`config.mk`:
```
export PLATFORM = sky130hd
export DESIGN_NAME = alu_mul_seq
export DESIGN_NICKNAME = d
export VERILOG_FILES = /design/src/rtl/mips_pkg.sv /design/src/rtl/mul_sign_fix.sv /design/src/rtl/alu_mul_seq.sv
export SDC_FILE = /design/constraint.sdc
export NUM_CORES = 1
export LEC_CHECK = 0
export ABC_AREA = 1
export CAP_MARGIN = 25
export CORE_UTILIZATION = 40
export DETAILED_ROUTE_END_ITERATION = 8
export DONT_BUFFER_PORTS = 1
export PLACE_DENSITY = 0.53
export SLEW_MARGIN = 20
export SYNTH_ARGS = -nofsm -noshare
export SYNTH_HDL_FRONTEND = slang
export SYNTH_SLANG_ARGS = --single-unit
export TNS_END_PERCENT = 30
```
`constraint.sdc`:
```
create_clock -name clk -period 1.85 [get_ports clk]
set_input_delay 0.37 -clock clk [delete_from_list [all_inputs] [get_ports clk]]
set_output_delay 0.37 -clock clk [all_outputs]
set_load 0.02 [all_outputs]
```
`src/rtl/mips_pkg.sv`:
```
// mips_pkg: shared ALU op codes, datapath width and multiplier sequencer states
package mips_pkg;
  localparam int XLEN = 32;
  localparam logic [2:0] ALUOP_ADD  = 3'b000;
  localparam logic [2:0] ALUOP_SUB  = 3'b001;
  localparam logic [2:0] ALUOP_SLL  = 3'b010;
  localparam logic [2:0] ALUOP_OR   = 3'b011;
  localparam logic [2:0] ALUOP_AND  = 3'b100;
  localparam logic [2:0] ALUOP_SLTU = 3'b101;
  localparam logic [2:0] ALUOP_SLT  = 3'b110;
  localparam logic [2:0] ALUOP_XOR  = 3'b111;
  typedef enum logic [1:0] {ST_IDLE, ST_ITER, ST_FIX, ST_DONE} mul_state_t;
endpackage

```
`src/rtl/mul_sign_fix.sv`:
```
// mul_sign_fix: conditional two's-complement negate, used for operand magnitude and product sign fix
module mul_sign_fix #(
  parameter int W = 32
) (
  input  logic [W-1:0] a,
  input  logic         neg,
  output logic [W-1:0] y
);
  assign y = neg ? ~a + W'(1) : a;
endmodule

```
`src/rtl/alu_mul_seq.sv`:
```
// alu_mul_seq: 32-step shift-add multiplier borrowing the EX ALU; MUL_SIGNED_EN adds signed MULT with a FIX cycle
module alu_mul_seq
  #(
  parameter int XLEN  = mips_pkg::XLEN,
  parameter int CNT_W = 6
) (
  input  logic            clk,
  input  logic            reset,
  input  logic            start,
  input  logic            sgn,
  input  logic [XLEN-1:0] mcand,
  input  logic [XLEN-1:0] mplier,
  output logic            ready,
  output logic            busy,
  output logic            done,
  output logic [XLEN-1:0] hi,
  output logic [XLEN-1:0] lo,
  output logic [2:0]      alu_op,
  output logic [XLEN-1:0] alu_a,
  output logic [XLEN-1:0] alu_b,
  input  logic [XLEN-1:0] alu_y
);
  import mips_pkg::*;
  mul_state_t state, state_n;
  logic [CNT_W-1:0] cnt;
  logic [XLEN-1:0] m, p_hi, p_lo, sum, a_in, b_in;
  logic [2*XLEN-1:0] prod_fix;
  logic carry, accept, last, fix_en;
  assign ready  = state == ST_IDLE || state == ST_DONE;
  assign busy   = state == ST_ITER || state == ST_FIX;
  assign done   = state == ST_DONE;
  assign accept = start & ready;
  assign last   = cnt == CNT_W'(XLEN - 1);
  assign alu_op = ALUOP_ADD;
  assign alu_a  = p_hi;
  assign alu_b  = m;
  // the ALU has no carry-out, so an unsigned wrap of the sum recovers it
  assign sum    = p_lo[0] ? alu_y : p_hi;
  assign carry  = p_lo[0] & (alu_y < p_hi);
`ifdef MUL_SIGNED_EN
  logic neg, neg_a, neg_b;
  assign neg_a  = sgn & mcand[XLEN-1];
  assign neg_b  = sgn & mplier[XLEN-1];
  assign fix_en = 1'b1;
  mul_sign_fix #(.W(XLEN)) u_mag_a (.a(mcand), .neg(neg_a), .y(a_in));
  mul_sign_fix #(.W(XLEN)) u_mag_b (.a(mplier), .neg(neg_b), .y(b_in));
  mul_sign_fix #(.W(2*XLEN)) u_prod (.a({p_hi, p_lo}), .neg(neg), .y(prod_fix));
  // result sign remembered at accept, applied in FIX
  always_ff @(posedge clk)
    if (reset) neg <= 1'b0;
    else if (accept) neg <= neg_a ^ neg_b;
`else
  logic unused_sgn;
  assign unused_sgn = sgn;
  assign fix_en     = 1'b0;
  assign a_in       = mcand;
  assign b_in       = mplier;
  assign prod_fix   = {p_hi, p_lo};
`endif
  // sequencer state register
  always_ff @(posedge clk)
    if (reset) state <= ST_IDLE;
    else state <= state_n;
  // next state: accept wins from IDLE/DONE, ITER runs until the last count
  always_comb begin
    state_n = accept ? ST_ITER :
              state == ST_ITER ? (last ? (fix_en ? ST_FIX : ST_DONE) : ST_ITER) :
              state == ST_FIX ? ST_DONE : ST_IDLE;
  end
  // operand latch, shift-add step and result capture
  always_ff @(posedge clk)
    if (reset) begin
      cnt  <= '0;
      m    <= '0;
      p_hi <= '0;
      p_lo <= '0;
      hi   <= '0;
      lo   <= '0;
    end else if (accept) begin
      cnt  <= '0;
      m    <= a_in;
      p_hi <= '0;
      p_lo <= b_in;
    end else if (state == ST_ITER) begin
      {p_hi, p_lo} <= {carry, sum, p_lo[XLEN-1:1]};
      cnt <= cnt + CNT_W'(1);
      if (last && !fix_en) {hi, lo} <= {carry, sum, p_lo[XLEN-1:1]};
    end else if (state == ST_FIX) begin
      {hi, lo} <= prod_fix;
    end
endmodule
```
==> results of run 1 <==
[placed cells by master, fill, tap and decap left out, types with 3 or more instances in the layout]
cell / Yosys / routed
buf_12: 0 / 6
o21ai_1: 29 / 29
inv_2: 3 / 4
o211ai_1: 31 / 31
inv_1: 48 / 46
nor2_1: 116 / 116
inv_8: 0 / 7
ha_1: 35 / 33
a21oi_1: 68 / 66
clkbuf_16: 0 / 17
nor3_2: 0 / 3
mux2i_1: 30 / 30
a211oi_2: 6 / 6
dfxtp_1: 168 / 167
nor3_1: 7 / 4
o21ai_0: 132 / 132
buf_4: 6 / 40
conb_1: 1 / 3
nand3_1: 33 / 31
a21oi_2: 10 / 12
nand2_1: 73 / 73
[layer usage]
metal | vias to the layer above | wire length, µm
met5 | - | 0
met4 | 0 | 208
met3 | 20 | 1720
met2 | 189 | 8570
met1 | 2658 | 7080
li1 | 2966 | -
[cell type report]
| class | count | area [µm²] |
|---|---|---|
| Timing Repair Buffer | 51 | 490 |
| Sequential cell | 168 | 3360 |
| Inverter | 51 | 193 |
| Fill cell | 1710 | 9160 |
| Multi-Input combinational cell | 583 | 3330 |
| Tap cell | 225 | 282 |
| Clock buffer | 17 | 425 |
| Clock inverter | 15 | 173 |
| Antenna cell | 1 | 2.50 |
[where the power goes]
group,switching [µW],internal [µW]
Clock,1630,1940
Combinational,1640,951
Sequential,951,4260
[what timing repair did]
item / in CTS / in global routing
pin swaps: 0 / 1
hold endpoints to repair: 8 / 0
hold buffers: 2 / 0
gates resized for setup: 1 / 11
setup endpoints to repair: 1 / 48
setup buffers: 0 / 0
[flip-flops by register name, summed over array words and instances (netlist names)]
name and flops:
alu_a 32, alu_b 32, hi 32, lo 32
p_lo 32, cnt 6, state 2
[synthesized netlist by cell type, drive strengths merged]
| cell type | n |
|---|---|
| and3 | 1 |
| a31oi | 1 |
| o21a | 1 |
| mux2i | 30 |
| ha | 35 |
| buf | 39 |
| a211oi | 8 |
| clkbuf | 26 |
| nand4 | 2 |
| conb | 1 |
| a21oi | 78 |
| o21ai | 161 |
| dfxtp | 168 |
| nor3 | 7 |
| inv | 51 |
| nor2 | 119 |
| o211ai | 31 |
| nand2 | 73 |
| nand3 | 33 |
[cell families after synthesis]
group / Yosys count / synth area share, %
AOI/OAI and AO/OA: 280 / 21.9
muxes: 30 / 4.18
buffers and inverters: 116 / 7.69
other: 1 / 0.0522
DFF: 168 / 46.8
and+or+nand+nor: 235 / 13.3
adders and majority gates: 35 / 6.10
[metrics by stage]
step	TNS, ns	util, %
4_1_cts	0	47.1
5_1_grt	-0.0172	47.4
6_report	0	47.4
3_3_place_gp	0	43.5
2_1_floorplan	0	-
3_5_place_dp	0	43.5
[worst min-delay path by stage]
stage | start | slack, ns | to
6_report | mplier[11] | 0.09 | p_lo[11]
5_1_grt | mplier[9] | 0.08 | p_lo[9]
4_1_cts | mplier[11] | 0.06 | p_lo[11]
3_5_place_dp | reset | 0.45 | state[0]
3_3_place_gp | reset | 0.45 | lo[30]
2_1_floorplan | cnt[0] | 0.45 | cnt[0]
==> impl_metrics.prom, run 1 <==
# TYPE chip_impl_metric gauge
chip_impl_metric{name="number_of_antenna_violations_at_the_first_check_in_global_routing",unit=""} 1
chip_impl_info{name="worst_path_max_delay_cell",value="dfxtp_1"} 1
chip_impl_metric{name="gp_congestion",unit=""} 0.784
chip_impl_metric{name="post-synth-top-area-fraction",unit="%"} 46.8
chip_impl_metric{name="design_area",unit="mm²"} 0.00826
chip_impl_info{name="critical_path_class",value="flop to flop"} 1
chip_impl_metric{name="layout_worst_path_cycle_share",unit="%"} 92.7
chip_impl_info{name="timing.critical_path.cells",value="ha_1 > nand3_1 > nor2_1 > nor2_2 > nor2_4 > buf_12 > nand3_2 > nand2_1 > inv_1"} 1
chip_impl_metric{name="die-width",unit="µm"} 136
chip_impl_metric{name="rr_worst_depth",unit=""} 9
chip_impl_metric{name="post-route-drc-count",unit=""} 0
chip_impl_metric{name="wire_length_of_the_first_global_routing_pass",unit="µm"} 27500
chip_impl_metric{name="cp_data_required_time",unit="ns"} 2.17
chip_impl_metric{name="placed_cells_incl_taps",unit=""} 1076
chip_impl_info{name="crit_path_end",value="hi[31]"} 1
chip_impl_info{name="timing.critical_path.max_delay_family",value="simple AND/OR/NAND/NOR gates"} 1
chip_impl_metric{name="route.vias.total",unit=""} 5833
chip_impl_metric{name="grt_util_met1",unit="%"} 20.9
chip_impl_metric{name="htreeDepth",unit=""} 4
chip_impl_metric{name="worst-path-stages",unit=""} 9
chip_impl_metric{name="total_clock_buffers_created_by_cts",unit=""} 17
chip_impl_metric{name="synth.cell_area",unit="mm²"} 0.00718
chip_impl_info{name="min-delay-path-class",value="primary input to flop"} 1
chip_impl_metric{name="timing.critical_path.buf_inv",unit=""} 2
chip_impl_metric{name="r2r_slack",unit="ns"} 0.13
chip_impl_metric{name="effective_utilization_at_floorplan",unit="%"} 41.2
chip_impl_metric{name="dp_worst_setup_slack",unit="ns"} 0.0637
chip_impl_metric{name="worst_path_largest_cell_delay",unit="ns"} 0.37
chip_impl_info{name="startpoint",value="cnt[0]"} 1
chip_impl_metric{name="floorplan_die_area",unit="mm²"} 0.0185
chip_impl_metric{name="synth.yosys.seq_area_share",unit="%"} 46.8
chip_impl_metric{name="worst_slack",unit="ns"} 0.134
chip_impl_metric{name="layout.nets",unit=""} 1007
chip_impl_info{name="unrepaired_setup_endpoints_after_global_routing",value="true"} 1
chip_impl_info{name="clk_root_buffer_cell",value="clkbuf_16"} 1
chip_impl_metric{name="maximum_frequency_from_static_timing_analysis",unit="MHz"} 583
chip_impl_metric{name="timing.critical_path.fanout_max",unit=""} 76
chip_impl_info{name="beginning_of_the_worst_register_to_register_path",value="cnt[0]"} 1
chip_impl_metric{name="synth.ff_latch_count",unit=""} 168
chip_impl_metric{name="core_area",unit="mm²"} 0.0174
chip_impl_info{name="yosys-top-cells-area",value="dfxtp_1, o21ai_0, ha_1"} 1
chip_impl_metric{name="global_route.overflow_total",unit=""} 0
chip_impl_info{name="globalRoute.busiestLayer",value="met2"} 1
chip_impl_metric{name="drv_slew",unit=""} 0
chip_impl_metric{name="cts_num_sinks",unit=""} 168
chip_impl_metric{name="clk_latency",unit="ns"} 0.42
chip_impl_metric{name="postPlaceCellArea",unit="mm²"} 0.00758
chip_impl_metric{name="drt-total-wl",unit="µm"} 17600
chip_impl_metric{name="cellPowerDensity",unit="mW/mm²"} 1380
chip_impl_info{name="worstSetupEndpointType",value="flop"} 1
chip_impl_metric{name="firstDrtPassIters",unit=""} 4
chip_impl_metric{name="worst_hold_slack",unit="ns"} 0.0857
chip_impl_metric{name="dp.final_hpwl",unit="µm"} 12200
chip_impl_metric{name="final-hold-violation-count",unit=""} 0
chip_impl_metric{name="groute.layer.met2.usage",unit="%"} 32.6
chip_impl_metric{name="wire_per_inst",unit="µm"} 15.8
chip_impl_metric{name="fp-row-count",unit=""} 48
chip_impl_metric{name="setup-violations-final",unit=""} 0
chip_impl_metric{name="peakVddDrop",unit="mV"} 0.679
chip_impl_metric{name="timing.critical_path.arrival",unit="ns"} 2.04
chip_impl_metric{name="worst_clock_skew",unit="ns"} 0.0110
chip_impl_info{name="rr_endpoint",value="hi[31]"} 1
chip_impl_info{name="outcome",value="finished, final reports clean"} 1
chip_impl_metric{name="die_height",unit="µm"} 136
chip_impl_metric{name="grtUsageMet3",unit="%"} 8.54
chip_impl_metric{name="post_synth_inst_count",unit=""} 865
chip_impl_info{name="worst_setup_path_start_kind",value="flop"} 1
chip_impl_metric{name="min_delay_path_depth",unit=""} 2
chip_impl_metric{name="max_cap_violations",unit=""} 0
chip_impl_metric{name="gr-usage-all-layers",unit="%"} 19.0
chip_impl_metric{name="max-clock-path-buffers",unit=""} 2
chip_impl_metric{name="syn_avg_cell_area",unit="µm²"} 8.30
chip_impl_metric{name="via_density_per_instance",unit=""} 5.25
chip_impl_metric{name="layout-drive-gt1-share",unit="%"} 13.0
chip_impl_metric{name="flow.area_growth_from_synthesis",unit="%"} 15.0
chip_impl_metric{name="port-buffer-count",unit=""} 0
chip_impl_metric{name="path_clk_slew",unit="ns"} 0.07
chip_impl_metric{name="grt_start_max_net_pins",unit=""} 77
chip_impl_metric{name="post-layout-total-power",unit="µW"} 11400
chip_impl_metric{name="first_global_vias",unit=""} 5603
chip_impl_metric{name="yosys_warnings",unit=""} 0
chip_impl_info{name="cts_tree",value="done"} 1
chip_impl_metric{name="drt_iter0_markers",unit=""} 252
chip_impl_metric{name="static-leakage-power",unit="µW"} 0.00318
chip_impl_metric{name="finalWorstPathRequiredPeriod",unit="ns"} 1.72
chip_impl_metric{name="antenna_left",unit=""} 0
chip_impl_metric{name="netlist-cell-type-count",unit=""} 29
chip_impl_info{name="post-synth-top-area-cell",value="dfxtp_1"} 1
chip_impl_metric{name="final_cells",unit=""} 1111
chip_impl_metric{name="io-pin-count",unit=""} 234
No activity file was read; power rests on OpenSTA's default activity.
==> inputs of run 2 (changes only) <==
Clock period 1.85 ns to 2 ns, I/O delays scaled along.
==> run 2 against run 1 <==
Combinational power is 11% lower; largest power group unchanged; hold slack worse by 0.040 ns; wire length is 2.4% lower; count of clock-buffer cells in the layout is 1 higher; clock power is 11% lower; clock skew hardly changed; via count is 0.89% lower; global-route usage is 0.46 points lower.
==> impl_metrics.prom, run 2 (synthesis results as in run 1) <==
# TYPE chip_impl_metric gauge
chip_impl_info{name="outcome",value="finished, final reports clean"} 1
chip_impl_metric{name="antenna_left",unit=""} 0
chip_impl_metric{name="internal-power",unit="µW"} 6440
chip_impl_info{name="mostFrequentLayoutCells",value="dfxtp_1, o21ai_0, nor2_1"} 1
chip_impl_metric{name="floorplan_die_area",unit="mm²"} 0.0185
chip_impl_metric{name="route.vias.total",unit=""} 5781
chip_impl_info{name="mostFrequentLayoutCell",value="dfxtp_1"} 1
chip_impl_metric{name="peakVddDrop",unit="mV"} 0.560
chip_impl_info{name="critical_path_class",value="flop to output port"} 1
chip_impl_metric{name="seq_power_share",unit="%"} 46.8
chip_impl_metric{name="number_of_antenna_violations_at_the_first_check_in_global_routing",unit=""} 1
chip_impl_metric{name="flow.area_growth_from_synthesis",unit="%"} 12.8
chip_impl_metric{name="post-route-drc-count",unit=""} 0
chip_impl_metric{name="worst_clock_skew",unit="ns"} 0.0106
chip_impl_info{name="worst_setup_path_start_kind",value="flop"} 1
chip_impl_metric{name="layout_worst_path_cycle_share",unit="%"} 93.4
chip_impl_metric{name="wire_length_of_the_first_global_routing_pass",unit="µm"} 27100
chip_impl_metric{name="drt_iter0_markers",unit=""} 191
chip_impl_metric{name="final.setup.tns",unit="ns"} 0
chip_impl_metric{name="path_clk_slew",unit="ns"} 0.07
chip_impl_metric{name="timing.critical_path.fanout_max",unit=""} 4
chip_impl_metric{name="dp.final_hpwl",unit="µm"} 12100
chip_impl_metric{name="die_height",unit="µm"} 136
chip_impl_metric{name="timing.critical_path.arrival",unit="ns"} 1.47
chip_impl_metric{name="gp_congestion",unit=""} 0.776
chip_impl_metric{name="clk_latency",unit="ns"} 0.42
chip_impl_metric{name="post_cts_resize_count",unit=""} 0
chip_impl_metric{name="port-buffer-count",unit=""} 0
chip_impl_metric{name="fp-row-count",unit=""} 48
chip_impl_metric{name="finalWorstPathRequiredPeriod",unit="ns"} 1.87
chip_impl_info{name="cts_tree",value="done"} 1
chip_impl_metric{name="wire_per_inst",unit="µm"} 15.6
chip_impl_metric{name="io-pin-count",unit=""} 234
chip_impl_metric{name="filler_cell_count",unit=""} 1712
chip_impl_metric{name="cts_num_sinks",unit=""} 168
chip_impl_metric{name="effective_utilization_at_floorplan",unit="%"} 41.2
chip_impl_metric{name="htreeDepth",unit=""} 4
chip_impl_info{name="clk_root_buffer_cell",value="clkbuf_16"} 1
chip_impl_metric{name="clock_power_share",unit="%"} 30.9
chip_impl_metric{name="cts_hold_buf",unit=""} 0
chip_impl_metric{name="postPlaceCellArea",unit="mm²"} 0.00751
chip_impl_metric{name="max-clock-path-buffers",unit=""} 2
chip_impl_metric{name="max_cap_violations",unit=""} 0
chip_impl_metric{name="cellPowerDensity",unit="mW/mm²"} 1270
chip_impl_metric{name="total_clock_buffers_created_by_cts",unit=""} 17
chip_impl_metric{name="firstDrtPassIters",unit=""} 4
chip_impl_metric{name="core_area",unit="mm²"} 0.0174
chip_impl_metric{name="worst_slack",unit="ns"} 0.131
chip_impl_info{name="worst_path_max_delay_cell",value="dfxtp_2"} 1
chip_impl_metric{name="global_route.overflow_total",unit=""} 0
chip_impl_metric{name="final-hold-violation-count",unit=""} 0
chip_impl_metric{name="net-switching-power",unit="µW"} 3880
chip_impl_metric{name="post-layout-total-power",unit="µW"} 10300
chip_impl_metric{name="cp_data_required_time",unit="ns"} 1.60
chip_impl_metric{name="swShare",unit="%"} 37.6
chip_impl_metric{name="dp_worst_setup_slack",unit="ns"} 0.0845
chip_impl_metric{name="gr-usage-all-layers",unit="%"} 18.6
chip_impl_metric{name="combinationalPowerShare",unit="%"} 22.3
chip_impl_metric{name="drt-total-wl",unit="µm"} 17200
chip_impl_info{name="timing.critical_path.cells",value="inv_1 > ha_1 > buf_4 > inv_1"} 1
chip_impl_info{name="worstSetupEndpointType",value="output port"} 1
chip_impl_metric{name="setup-violations-final",unit=""} 0
chip_impl_metric{name="grt_start_max_net_pins",unit=""} 77
chip_impl_metric{name="die-width",unit="µm"} 136
chip_impl_info{name="min-delay-path-class",value="primary input to flop"} 1
chip_impl_metric{name="post_cts.repair.setup_buffers",unit=""} 0
chip_impl_metric{name="layout-drive-gt1-share",unit="%"} 11.5
chip_impl_info{name="unrepaired_setup_endpoints_after_global_routing",value="false"} 1
chip_impl_metric{name="layout.nets",unit=""} 999
chip_impl_metric{name="drv_slew",unit=""} 0
chip_impl_metric{name="via_density_per_instance",unit=""} 5.24
chip_impl_metric{name="maximum_frequency_from_static_timing_analysis",unit="MHz"} 535
chip_impl_metric{name="first_global_vias",unit=""} 5521
chip_impl_metric{name="worst_path_largest_cell_delay",unit="ns"} 0.37
chip_impl_metric{name="worst_hold_slack",unit="ns"} 0.0453
chip_impl_info{name="timing.critical_path.mode_cell",value="inv_1"} 1
chip_impl_metric{name="static-leakage-power",unit="µW"} 0.00311
chip_impl_metric{name="design_area",unit="mm²"} 0.00810
==> run 2: cell types whose count changed in the layout (fill, tap and decap cells not counted), sizes merged <==
cell | previous run | this run
buf | 49 | 43
bufinv | 1 | 0
clkbuf | 17 | 18
clkinv | 5 | 6
clkinvlp | 1 | 2
dlygate4sd3 | 2 | 0
inv | 59 | 57
==> run 2: worst paths after layout <==
path / from / depth (start not counted) / slack, ns / endpoint
setup / recovery: state[0] / 4 / 0.13 / busy
hold / removal: reset / 1 / 0.05 / lo[28]
setup reg to reg: state[0] / 8 / 0.20 / hi[31]
hold reg to reg: cnt[1] / 2 / 0.49 / cnt[1]
==> run 2: area by class of cell <==
cell class / count / area, µm² / area share, %
well taps: 225 / 282 / 3.48
diodes: 1 / 2.50 / 0.0309
clock buffers: 18 / 429 / 5.30
repair buffers: 43 / 389 / 4.80
inverters: 51 / 193 / 2.38
multi-input cells: 583 / 3290 / 40.6
clock inverters: 14 / 150 / 1.85
flip-flops and latches: 168 / 3370 / 41.6
==> run 2: metrics by stage <==
step,std cells,utilization (%)
2_1_floorplan,867,-
3_3_place_gp,1070,43.1
3_5_place_dp,1070,43.1
4_1_cts,1102,46.4
5_1_grt,1102,46.5
6_report,1103,46.5
==> run 2: layer usage <==
layer / vias up / GRT usage, % / share of wire [%]
li1: 2959 / - / -
met1: 2641 / 21.1 / 41
met2: 167 / 31.7 / 49
met3: 14 / 8.13 / 9.3
met4: 0 / 4.44 / 0.93
met5: - / 0 / 0
==> run 2: power by group through the flow <==
stage	clock (µW)	sequential [µW]	combinational (µW)
detailed placement	0	4910	2330
floorplan	0	4880	1780
finish	3190	4830	2300
global route	3430	4900	2630
CTS	3280	4840	2340
global placement	0	4910	2260
==> run 2: critical path: cells and delay by family, from the launching register on <==
kind       cells  cell delay, ns
buf+inv        3            0.39
flops          1            0.37
fa+ha+maj      1            0.30
==> inputs of run 3 (changes only) <==
Settings changed: CAP_MARGIN 25 to 20.
==> results of run 3 <==
No change in the layout: final DEF, timing and power equal those of run 2.
